==> config.mk <==
export PLATFORM = sky130hd
export DESIGN_NAME = goal_referee
export DESIGN_NICKNAME = d
export VERILOG_FILES = /design/src/rtl/goal_referee.sv
export SDC_FILE = /design/constraint.sdc
export NUM_CORES = 1
export LEC_CHECK = 0
export CAP_MARGIN = 0
export CORE_MARGIN = 8
export CORE_UTILIZATION = 50
export CTS_CLUSTER_SIZE = 14
export DETAILED_ROUTE_END_ITERATION = 7
export PLACE_DENSITY_LB_ADDON = 0.3
export SLEW_MARGIN = 20
export SYNTH_ARGS = -nofsm -noshare
export SYNTH_HDL_FRONTEND = slang
export SYNTH_SLANG_ARGS = --single-unit
==> constraint.sdc <==
create_clock -name clk -period 3.95 [get_ports clk]
set_clock_uncertainty 0.2 [all_clocks]
set_input_delay 0.79 -clock clk [delete_from_list [all_inputs] [get_ports clk]]
set_output_delay 0.79 -clock clk [all_outputs]
set_load 0.05 [all_outputs]
==> src/rtl/goal_referee.sv <==
// Goal referee: watches the ball position once per frame, awards goals after a
// short confirmation run, keeps the score, enforces a post-goal cooldown and ends the match.
module goal_referee #(
    parameter int RIGHT_GOAL_X   = 600,
    parameter int LEFT_GOAL_X    = 8,
    parameter int GOAL_Y_TOP     = 180,
    parameter int GOAL_Y_BOTTOM  = 300,
    parameter int CONFIRM_FRAMES = 2,
    parameter int HOLD_FRAMES    = 60,
    parameter int WIN_SCORE      = 5
) (
    input  logic        clk,
    input  logic        resetN,
    input  logic        startOfFrame,
    input  logic [10:0] topLeftX,
    input  logic [10:0] topLeftY,
    input  logic        newGame,
    output logic [1:0]  goalWasScored,
    output logic [3:0]  teamScore,
    output logic [3:0]  oppScore,
    output logic        gameOver,
    output logic        winner,
    output logic [1:0]  dbg_state
);

    localparam int CW = $clog2(CONFIRM_FRAMES + 1);
    localparam int HW = $clog2(HOLD_FRAMES + 1);

    localparam logic signed [10:0] RX  = 11'(RIGHT_GOAL_X);
    localparam logic signed [10:0] LX  = 11'(LEFT_GOAL_X);
    localparam logic signed [10:0] GYT = 11'(GOAL_Y_TOP);
    localparam logic signed [10:0] GYB = 11'(GOAL_Y_BOTTOM);

    typedef enum logic [1:0] {S_PLAY, S_PULSE, S_HOLD, S_GAME_OVER} state_t;

    // Region codes double as the goalWasScored code for that side.
    localparam logic [1:0] REG_NONE = 2'b00;
    localparam logic [1:0] REG_TEAM = 2'b01;
    localparam logic [1:0] REG_OPP  = 2'b10;

    state_t          state_q, state_d;
    logic [1:0]      goal_q, goal_d;
    logic [3:0]      team_q, team_d;
    logic [3:0]      opp_q, opp_d;
    logic            winner_q, winner_d;
    logic [1:0]      side_q, side_d;
    logic [1:0]      prev_q, prev_d;
    logic [CW-1:0]   confirm_q, confirm_d;
    logic [HW-1:0]   hold_q, hold_d;

    logic signed [10:0] x_s, y_s;
    logic               y_in;
    logic [1:0]         region;

    assign x_s  = $signed(topLeftX);
    assign y_s  = $signed(topLeftY);
    assign y_in = (y_s >= GYT) && (y_s <= GYB);

    always_comb begin
        region = REG_NONE;
        if (y_in && (x_s >= RX)) begin
            region = REG_TEAM;
        end else if (y_in && (x_s <= LX)) begin
            region = REG_OPP;
        end
    end

    always_comb begin
        state_d   = state_q;
        goal_d    = 2'b00;
        team_d    = team_q;
        opp_d     = opp_q;
        winner_d  = winner_q;
        side_d    = side_q;
        prev_d    = prev_q;
        confirm_d = confirm_q;
        hold_d    = hold_q;

        if (newGame) begin
            state_d   = S_PLAY;
            team_d    = 4'd0;
            opp_d     = 4'd0;
            winner_d  = 1'b0;
            side_d    = REG_NONE;
            prev_d    = REG_NONE;
            confirm_d = '0;
            hold_d    = '0;
        end else begin
            case (state_q)
                S_PLAY: begin
                    if (startOfFrame) begin
                        prev_d = region;
                        if ((region != REG_NONE) && (region == prev_q)) begin
                            confirm_d = confirm_q + 1'b1;
                        end else if (region != REG_NONE) begin
                            confirm_d = CW'(1);
                        end else begin
                            confirm_d = '0;
                        end
                        if (confirm_d == CW'(CONFIRM_FRAMES)) begin
                            state_d = S_PULSE;
                            side_d  = region;
                        end
                    end
                end
                S_PULSE: begin
                    goal_d  = side_q;
                    state_d = S_HOLD;
                    hold_d  = '0;
                    if (side_q == REG_TEAM) begin
                        team_d = team_q + 4'd1;
                        if (team_d == 4'(WIN_SCORE)) begin
                            state_d  = S_GAME_OVER;
                            winner_d = 1'b0;
                        end
                    end else begin
                        opp_d = opp_q + 4'd1;
                        if (opp_d == 4'(WIN_SCORE)) begin
                            state_d  = S_GAME_OVER;
                            winner_d = 1'b1;
                        end
                    end
                end
                S_HOLD: begin
                    if (startOfFrame) begin
                        hold_d = hold_q + 1'b1;
                        // Cooldown over: detection restarts from a clean history.
                        if (hold_d == HW'(HOLD_FRAMES)) begin
                            state_d   = S_PLAY;
                            hold_d    = '0;
                            confirm_d = '0;
                            prev_d    = REG_NONE;
                        end
                    end
                end
                default: begin
                end
            endcase
        end
    end

    always_ff @(posedge clk or negedge resetN) begin
        if (!resetN) begin
            state_q   <= S_PLAY;
            goal_q    <= 2'b00;
            team_q    <= 4'd0;
            opp_q     <= 4'd0;
            winner_q  <= 1'b0;
            side_q    <= REG_NONE;
            prev_q    <= REG_NONE;
            confirm_q <= '0;
            hold_q    <= '0;
        end else begin
            state_q   <= state_d;
            goal_q    <= goal_d;
            team_q    <= team_d;
            opp_q     <= opp_d;
            winner_q  <= winner_d;
            side_q    <= side_d;
            prev_q    <= prev_d;
            confirm_q <= confirm_d;
            hold_q    <= hold_d;
        end
    end

    assign goalWasScored = goal_q;
    assign teamScore     = team_q;
    assign oppScore      = opp_q;
    assign gameOver      = (state_q == S_GAME_OVER);
    assign winner        = winner_q;
    assign dbg_state     = state_q;

endmodule

* Word level (Yosys, flattened, before mapping)
Cells that the tools add are included.
** Operators by class
- Reductions and logical operators :: 22
- Order comparisons :: 4
- Add/sub/neg operators :: 4
- Mux-type cells :: 43
- Equality and inequality tests :: 15
** Operators with widths (count)
- $mux W2 :: 22
- $mux W4 :: 6
- $mux W6 :: 3
- $ne A3 B3 Y1 const B :: 4
- $pmux W6 S2 :: 1
- $reduce_bool A2 Y1 :: 6
- $ge A11 B11 Y1 const B :: 1
- $ge A11 B9 Y1 const B :: 1
- $le A11 B10 Y1 const B :: 1
- $le A11 B5 Y1 const B :: 1
- $reduce_bool A3 Y1 :: 3
- $add A4 B1 Y4 const B :: 2
- $eq A4 B3 Y1 const B :: 2
- $mux W1 :: 8
- $pmux W2 S2 :: 2
- $add A6 B1 Y6 const B :: 1
- $eq A2 B2 Y1 const B :: 3
- $eq A6 B6 Y1 const B :: 1
- $pmux W2 S3 :: 1
- $reduce_and A2 Y1 :: 3
- $reduce_and A3 Y1 :: 2
- $reduce_and A5 Y1 :: 1
- $eq A2 B1 Y1 const B :: 2
- $logic_and A1 B1 Y1 :: 4
- other kinds (7) :: 7
** Word-level totals
- Word-level logic and storage cells :: 97
- Bits in registers :: 25
- Output and inout port bits :: 14
- Bits of input ports :: 26

* Depth between registers and ports, before layout
- Depth in word-level cells :: 16
- Depth in mapped cells :: 6
- Mapped depth without buffers :: 6

* Least setup slack after synthesis
Ideal clock, no wire load.
- Path type :: input-to-reg
- Start :: input topLeftX[10]
- End :: register side_q[0]
- Required time :: 3.671 ns
- Library setup time :: 0.079 ns
- Path slack :: 1.504 ns
- Stages :: 5
- Buffers on the path :: 0
- Data arrival time :: 2.167 ns
- Cells stage by stage :: nand2b_4 or4_4 a31o_1 nor4b_4 mux2i_1
** On the way
- Longest elaborated chain between the ends :: 13
- Elaborated cells between the ends (all ways) :: 21
- Those cells by class :: order compare (2); eq/ne (2); mux (11); reduce/logical (6)
** Ends and longest elaborated chain
- start, declared :: RTL line 15 : input logic [10:0] topLeftX,
- $le A11 B5 Y1 :: RTL line 63 : end else if (y_in && (x_s <= LX)) begin
- $logic_and A1 B1 Y1 :: RTL line 63
- $mux W2 :: RTL line 63
- $mux W2 (*) :: RTL line 61 : if (y_in && (x_s >= RX)) begin
- $reduce_bool A2 Y1 / $eq A2 B2 Y1 (equally long branches) :: RTL line 93, 95
- $mux W1 / $logic_and A1 B1 Y1 (equally long branches) :: RTL line 95, 93
- $mux W2 :: RTL line 93 : if ((region != REG_NONE) && (region == prev_q)) begin
- $mux W2 :: RTL line 91 : if (startOfFrame) begin
- $mux W2 :: RTL line 89 : case (state_q)
- $mux W2 :: RTL line 79 : if (newGame) begin
- $eq A2 B2 Y1 :: RTL line 100 : if (confirm_d == CW'(CONFIRM_FRAMES)) begin
- $reduce_bool A2 Y1 (no source line)
- $reduce_and A3 Y1 (no source line)
- end signal, assigned :: RTL line 159 : side_q <= side_d;
- end, declared :: RTL line 46 : logic [1:0] side_q, side_d;
Every way passes the cells marked *; elsewhere a longest branch is shown, timed or not. The select of a mux whose other input is x is not followed.
A chain may end at the register's enable or synchronous reset.

* Worst setup path in the final report
- Start :: register state_q[1], in the netlist dbg_state[1]
- End :: output gameOver
** On the way
- Longest elaborated chain between the ends :: 1
** Ends and longest elaborated chain
- start, declared :: RTL line 41 : state_t state_q, state_d;
- start signal, assigned :: RTL line 154 : state_q <= state_d;
- $eq A2 B2 Y1 :: RTL line 169 : assign gameOver = (state_q == S_GAME_OVER);
- end, declared :: RTL line 21 : output logic gameOver,
No other way between the ends.

==> results by group <==
Status
  – Status: complete, no violations

Clock network
  – H-Tree Level Count: 1
  – TritonCTS clock tree: done
  – CTS hold repair buffers: 0
  – Max Root-Sink Buffers: 2
  – CTS clk-pin slew, worst paths: about 0.13 ns
  – CTS Buf Count: 3
  – Clk Latency, worst-skew pair: between 0.3 and 0.4 ns
  – CTS root buffer: clkbuf_4
  – Setup bufs post-CTS: 0
  – Sink Count: 25
  – Post-CTS Resized: 0

Power
  – PwrDens: 217 mW/mm²
  – Sequential share of power: ~61%
  – Clock share of power: 27.0%
  – Power share of the combinational group: a little under an eighth
  – LEAKAGE: 0.799 nW
  – Sw power: approximately 98 µW
  – Sw Ratio: 23.2%
  – P_int: roughly 320 µW
  – Maximum vdd drop: approximately 0.085 mV

Synth
  – Post-synth EDFFs: 0
  – Synth Warn #: 0
  – Register area share after synthesis: about two fifths
  – Ys flop type: dfrtp_1
  – Ys async rst share: 100%
  – Synth Area per Inst: approximately 9.2 µm²
  – Synth Net Count: around 190
  – Mapped Cells: between 150 and 200
  – Unique cell type count in the Yosys netlist: 41
  – Synth Cell Area: between 0.0015 and 0.002 mm²
  – #FFs+latches synth: 25

Placed design
  – DP Area: around 0.0019 mm²
  – Gpl congestion: between 0.8 and 0.9
  – Port bufs: 39
  – Place WS: a little over 0.9 ns
  – Placed cell count: about 230
  – Hpwl dp: 2820 µm

Final layout
  – P&R area growth vs syn: 29.4%
  – Final Cell Area: 0.00194 mm²
  – Commonest non-fill, non-tap cell in the layout: clkdlybuf4s50_1
  – Diodes inserted: 0
  – Most frequent cells in the layout: clkdlybuf4s50_1, dfrtp_1, nor2_1
  – Final Util: between 60% and 70%
  – Layout Nets: 235
  – Layout cells sized above 1: under 10%
  – Final Non-Filler Cells: approximately 240

Timing
  – RSZ-0062 raised after global routing: no
  – Sum Neg Setup Slack: 0 ns
  – Fmax: about 350 MHz
  – Worst-Margin Slew: between 0.6 and 0.7 ns
  – Crit share post-route: a little under three quarters
  – Final WS setup: approximately 1.1 ns
  – Post-route minimum period: about 2.8 ns
  – Slew HR: 54.8%
  – Final hold violation count: 0
  – Final setup viols: 0
  – Final Max Slew Viols: 0

Critical path
  – CP Cell Sequence: and2_1 > clkdlybuf4s50_1
  – WP data arrival: ~1.9 ns
  – Critical path's slowest cell: clkdlybuf4s50_1
  – CP required: a little under 3 ns
  – Slowest stage delay, CP: ~0.8 ns
  – Critical path type: flip-flop to output pin
  – Worst-path maximum fanout: 12
  – Worst setup EP type: output pin
  – Top delay family on crit path: buffers and inverters
  – CP Buf/Inv Count: 1
  – Crit start category: flip-flop

Route
  – DRT antenna net count: 0
  – Drt wl/cell: 14.9 µm
  – # DRC: 0
  – First drt pass iteration count: 4
  – Initial DRC Count: 84
  – Via count: between 1,000 and 1,500
  – Via density: around 5.9
  – Routed WL: 3530 µm

GRT
  – Busiest grt layer: met2
  – All-Layer GR Usage: about 15%
  – Largest net degree at the start of global routing: 26
  – Met1 track demand over resource: between 10% and 20%
  – Met3 GRT Util: under 10%
  – Vias in the first global route: between 1,000 and 1,500
  – GR Util met2: between 20% and 30%
  – First-pass GRT wire length: 6140 µm
  – GRT Residual Overflow: 0
  – Initial antenna violation count: 0

Floorplanning
  – Die Area: 0.00501 mm²
  – Chip height: roughly 71 µm
  – Initial Util: between 50% and 60%
  – # rows: 20
  – Top Ports: 40
  – Die X-Extent: approximately 71 µm
  – Core area: 0.00295 mm²

Flow run
  – Max Cap Violations: 0

Hold path
  – Worst min-delay path class: input pin to asynchronous set/reset pin
## cells by family (layout without fill, tap and decap cells)
kind of cell               Yosys count  after routing  share of synthesized area, %
and+or+nand+nor                     74             74                          27.5
AOI/OAI and AO/OA                   39             39                          17.7
DFF                                 25             25                          41.7
xor gates and xnor gates             9              9                          5.25
buffers and inverters                9             49                          2.34
adders and majority gates            5              5                          4.17
muxes                                2              2                          1.33
## final timing paths
check                      slack (ns)  cells past startpoint           to    startpoint
max reg2reg                      1.75                      5    prev_q[0]     hold_q[1]
min in group clk                 0.30                      1    hold_q[5]     hold_q[5]
max in group asynchronous        2.95                      1  oppScore[1]        resetN
min reg2reg                      0.30                      1    hold_q[5]     hold_q[5]
min                              0.23                      1    hold_q[2]        resetN
max                              1.11                      2     gameOver  dbg_state[1]
## per-stage QoR
step           power (mW)  hold slack, ns
5_1_grt             0.439           0.260
6_report            0.421           0.234
3_5_place_dp        0.312           0.283
2_1_floorplan       0.276           0.247
4_1_cts             0.424           0.301
3_3_place_gp        0.311           0.275
## routing by layer
metal | vias up | wire length (µm)
met5 | - | 0
met4 | 0 | 55
li1 | 678 | -
met3 | 6 | 247
met2 | 61 | 1670
met1 | 657 | 1550
## registers in the layout (all words and copies together), names as in the netlist
name           cells
side_q             2
goalWasScored      2
confirm_q          2
teamScore          4
winner             1
hold_q             6
oppScore           4
dbg_state          2
prev_q             2
## worst register-to-register path, delay by kind of cell, from the launching register on
kind | cells | cell delay (ns)
fa+ha+maj | 1 | 0.22
compound gates | 3 | 1.17
simple gates | 1 | 0.08
flops | 1 | 0.44
## power by group through the flow
stage               registers, mW  logic (mW)  clock network, mW
detailed placement          0.261      0.0511                  0
global route                0.257      0.0552              0.127
floorplan                   0.261      0.0145                  0
CTS                         0.257      0.0513              0.116
finish                      0.256      0.0505              0.114
global placement            0.261      0.0495                  0
## synth_stat cells (all sizes together), types with 4 or more instances
library cell / number / area (µm²)
dfrtp: 25 / 626
nor2: 17 / 63.8
nand2: 13 / 48.8
nand3: 8 / 40.0
o21ai: 8 / 40.0
nand2b: 7 / 51.3
a21oi: 6 / 30.0
a31oi: 6 / 37.5
inv: 6 / 22.5
nor2b: 6 / 37.5
ha: 5 / 62.6
xnor2: 5 / 43.8
nor3: 4 / 20.0
o31ai: 4 / 30.0
xor2: 4 / 35.0
## area by class of cell
class                   count  area [µm²]
inverters                   6        22.5
clock buffers               4        26.3
repair buffers             39         385
fillers                   249        1010
flip-flops and latches     25         626
multi-input cells         129         840
well taps                  33        41.3
Note: power is estimated with default switching activity, not from simulation.
==> patch 1 (same settings) <==
The parameter `CONFIRM_FRAMES` goes from 2 to 1.
--- a/src/rtl/goal_referee.sv
+++ b/src/rtl/goal_referee.sv
@@ -5,7 +5,7 @@
     parameter int LEFT_GOAL_X    = 8,
     parameter int GOAL_Y_TOP     = 180,
     parameter int GOAL_Y_BOTTOM  = 300,
-    parameter int CONFIRM_FRAMES = 2,
+    parameter int CONFIRM_FRAMES = 1,
     parameter int HOLD_FRAMES    = 60,
     parameter int WIN_SCORE      = 5
 ) (
Behaviour: not the same (Yosys sat finds a counterexample within 4 cycles, from zero or initial values and one cycle with resetN low).
==> patch 1 against the original RTL <==
Cell area down 3.7%; setup slack got worse by 0.053 ns; via count fell by 8.8%; wire length shrank 6.0%; register-to-register slack improved by 0.20 ns; sequential cell count shrank 1; sequential power fell by 4%; area after synthesis is 6.1% lower; power up 14%; count of clock-buffer cells in the layout is 1 lower; critical path type unchanged; largest cell class unchanged.
==> patch 1: results <==
final_layout:
  antenna_cells: 0
  drive_gt1_share_pct: 6.19
  largest_reg_flops: 6
  nets: 226
  nFillCells: 233
  regMostFlops: "hold_q"
synthesis:
  synth.area.top_cells: "dfrtp_1 (43%), nor2_1 (6.1%), ha_1 (4.4%), a21oi_1 (3.6%), nand2b_1 (3.6%)"
  ys_seq_area_share_pct: 42.6
  synthesis.nets: 186
  synthTopCellsByCount: "dfrtp_1 (24), nor2_1 (23), a21oi_1 (10), nand3_1 (9)"
  synth_cell_type_count: 38
  ys.flop_type: "dfrtp_1"
detailed_routing:
  drt-pass1-iter-count: 4
  vias: 1279
  drt_iter0_drc: 38
  wl_per_cell_um: 14.7
placement:
  dp_hpwl_um: 2650
  io_buffers: 39
  gp_congestion: 0.795
cts:
  cts.htree.levels: 1
  cts.clk_slew.worst_paths_ns: 0.13
  cts-resized-gates: 0
  cts_max_path_buffers: 2
  numCtsBuffers: 3
  clkLatencyLatePin_ns: 0.32
  cts_setup_buffers: 0
power_and_ir_drop:
  ir_drop_v: 0.000270
  p_leak_uw: 0.000785
worst_setup_path:
  crit_fanout: 12
  reg2reg_depth: 5
  slowest_delay_ns: 0.80
  cpMaxStageDelayCell: "clkdlybuf4s50_1"
  critPathArrivalTime_ns: 1.90
min_path:
  hold_class: "in -> async"
sta:
  tightest_slew_ns: 0.681
global_route:
  grt_pass1_vias: 1384
  grt_usage_pct: 14.3
  antenna_found_initial: 0
  grt_pass1_wl_um: 5890
  grt_max_degree: 25
status:
  outcome: "finished clean"
patch 1: cell types whose count changed after synthesis, moves of 3 or more:
| cell | change |
|---|---|
| a31oi_1 | -4 |
| nor2b_1 | -6 |
| nand2_1 | -5 |
| o21ai_1 | +6 |
| and4_1 | -3 |
| nor2_1 | +6 |
| o2111ai_1 | -3 |
| a211oi_1 | -3 |
| a21oi_1 | +4 |
patch 1: path summary, 6_finish.rpt:
kind,from,end,slack (ns)
max in group asynchronous,resetN,hold_q[1],2.97
worst max-delay path,dbg_state[1],gameOver,1.06
worst min register to register,confirm_q,confirm_q,0.34
worst max register to register,dbg_state[1],hold_q[4],1.95
min in group clk,confirm_q,confirm_q,0.34
worst min-delay path,resetN,dbg_state[1],0.23
patch 1: logic make-up after synthesis:
group | synth area share, %
compound gates | 16.9
xor+xnor | 5.59
fa+ha+maj | 4.44
buf+inv | 3.02
flops | 42.6
mux | 1.42
simple gates | 26.0
patch 1: stage by stage:
stage / cells / total power (uW) / cell area [um2] / hold slack (ns) / setup slack [ns]
final: 225 / 479 / 1870 / 0.226 / 1.06
after global routing: 225 / 499 / 1870 / 0.256 / 0.966
after CTS: 225 / 483 / 1870 / 0.350 / 1.05
after detailed placement: 221 / 306 / 1820 / 0.312 / 1.07
after global placement: 221 / 304 / 1820 / 0.302 / 1.16
after floorplan: 155 / 270 / 1410 / 0.271 / 1.65
patch 1: worst max-delay path, delay by kind of cell (launching register included):
family,cells,cell delay (ns)
buffers and inverters,1,0.80
flip-flops,1,0.58
AND/OR/NAND/NOR,1,0.19
patch 1: cell type report:
cell class	instances	area (um2)	area share [%]
multi-input combinational	120	766	41.0
sequential	24	601	32.1
tap	31	38.8	2.07
timing repair buffer	39	385	20.6
inverter	7	26.3	1.41
clock buffer	3	22.5	1.20
clock inverter	1	30.0	1.61
patch 1: power breakdown:
group	switching, uW	internal (uW)	total (uW)
Clock	76.4	103	179
Sequential	1.07	246	247
Combinational	23.8	28.9	52.7
patch 1: layer usage:
metal  global-route usage (%)  share of wire [%]  vias to the layer above
met4                     6.61                2.2                        0
met2                     24.1                 47                       52
met5                        0                  0                        -
met3                     5.44                8.5                        8
li1                         -                  -                      628
met1                     15.4                 42                      591
==> patch 2 (same settings) <==
Without the edit above. Make the reset (`resetN`) synchronous in one clocked block.
--- a/src/rtl/goal_referee.sv
+++ b/src/rtl/goal_referee.sv
@@ -139,7 +139,7 @@
         end
     end
 
-    always_ff @(posedge clk or negedge resetN) begin
+    always_ff @(posedge clk) begin
         if (!resetN) begin
             state_q   <= S_PLAY;
             goal_q    <= 2'b00;
Behaviour: differs if resetN is asserted again (counterexample within 4 cycles, from zero or initial values and one cycle with resetN low); with resetN held inactive, the same outputs for 10 cycles.
==> patch 2 against the original RTL <==
Cell area is 5.6% lower; sequential cell count unchanged; highest routed layer unchanged; area after synthesis shrank 7.8%; power is 0.74% lower; synthesized cell count fell by 2.5%; count of clock-buffer cells in the layout decreased by 1; setup slack lost 0.076 ns; global-route usage increased by 0.093 points; wire length down 4.6%.
==> patch 2: results <==
worst_setup_path:
  reg2reg_depth: 4
  r2r_end: "dbg_state[0]"
  r2r-start: "dbg_state[1]"
  crit_fanout: 13
  critPathArrivalTime_ns: 1.92
  r2r_slack_ns: 1.97
cts:
  cts_max_path_buffers: 2
  cts_setup_buffers: 0
detailed_routing:
  vias_per_cell: 5.61
  wl_per_cell_um: 14.6
  drt_iter0_drc: 31
  drt-pass1-iter-count: 4
min_path:
  hold_end: "winner"
  hold_class: "reg -> reg"
  holdPathStages: 2
global_route:
  grt_max_degree: 19
  grt_usage_pct: 14.9
  grt_pass1_wl_um: 5610
  grtUsageMet2_pct: 27.6
  met1_usage_pct: 16.6
  use_met3_pct: 2.91
  grt_pass1_vias: 1302
power_and_ir_drop:
  intPower_uw: 320
  ir_drop_v: 0.000158
  p_leak_uw: 0.000641
synthesis:
  synth.area.top_cells: "dfxtp_1 (36%), xor2_1 (6.3%), nor2_1 (6.0%), ha_1 (4.5%), a21oi_1 (3.6%)"
  ys_seq_area_share_pct: 36.2
  yosys_warnings: 0
  async_reset_ff_share_pct: 0
  synth_cell_type_count: 43
  ys.flop_type: "dfxtp_1"
  synthesis.nets: 190
  synthTopCellsByCount: "dfxtp_1 (25), nor2_1 (22), a21oi_1 (10), nand2_1 (10), xor2_1 (10)"
final_layout:
  drive_gt1_share_pct: 7.54
  nFillCells: 252
  nets: 231
placement:
  dp_hpwl_um: 2650
  pre_cts_slack_ns: 1.19
  gp_congestion: 0.880
sta:
  slew_headroom_pct: 63.2
status:
  outcome: "finished clean"
patch 2: per-layer routing:
| layer | up-vias | routed length (um) |
|---|---|---|
| li1 | 652 | - |
| met1 | 612 | 1430 |
| met2 | 22 | 1810 |
| met3 | 4 | 100 |
| met4 | 0 | 27 |
| met5 | - | 0 |
patch 2: worst max-delay path by stage:
stage	to	cells past startpoint	slack [ns]	from
floorplan	gameOver	2	1.54	dbg_state[1]
global placement	dbg_state[0]	6	1.27	topLeftX[6]
detailed placement	side_q[1]	6	1.19	topLeftY[6]
CTS	gameOver	2	1.04	dbg_state[1]
global route	gameOver	2	0.96	dbg_state[1]
finish	gameOver	2	1.04	dbg_state[1]
patch 2: layout make-up:
| class | count | area share (%) |
|---|---|---|
| Multi-Input combinational cell | 122 | 45.7 |
| Sequential cell | 25 | 27.3 |
| Timing Repair Buffer | 40 | 21.7 |
| Tap cell | 31 | 2.12 |
| Inverter | 8 | 1.64 |
| Clock buffer | 3 | 1.23 |
| Clock inverter | 1 | 0.273 |
patch 2: power groups by stage:
stage | combinational, uW | clock [uW] | sequential (uW)
floorplan | 17.2 | 0 | 258
global placement | 48.9 | 0 | 258
detailed placement | 50.1 | 0 | 258
CTS | 50.2 | 118 | 252
global route | 54.2 | 126 | 253
finish | 50.2 | 115 | 252
patch 2: logic make-up after synthesis:
kind of cell / count (synthesis) / share of synthesized area [%]
AO/OA/AOI/OAI: 38 / 21.8
XOR/XNOR: 13 / 8.24
adder cells (fa/ha/maj): 5 / 4.52
buffers and inverters: 12 / 3.26
flip-flops: 25 / 36.2
multiplexers: 3 / 2.17
AND/OR/NAND/NOR: 63 / 23.8
patch 2: critical path: stages (launching register included):
cell             delay (ns)
dfxtp_1                0.60
and2_1                 0.19
clkdlybuf4s50_1        0.81
patch 2: through the flow:
| stage | instances | cell area [um2] | util [%] | hold WS, ns |
|---|---|---|---|---|
| after global placement | 226 | 1800 | 67.2 | 0.235 |
| after CTS | 230 | 1830 | 68.2 | 0.258 |
| after detailed placement | 226 | 1800 | 67.2 | 0.239 |
| final | 230 | 1830 | 68.2 | 0.262 |
| after floorplan | 159 | 1380 | - | 0.241 |
| after global routing | 230 | 1830 | 68.2 | 0.285 |
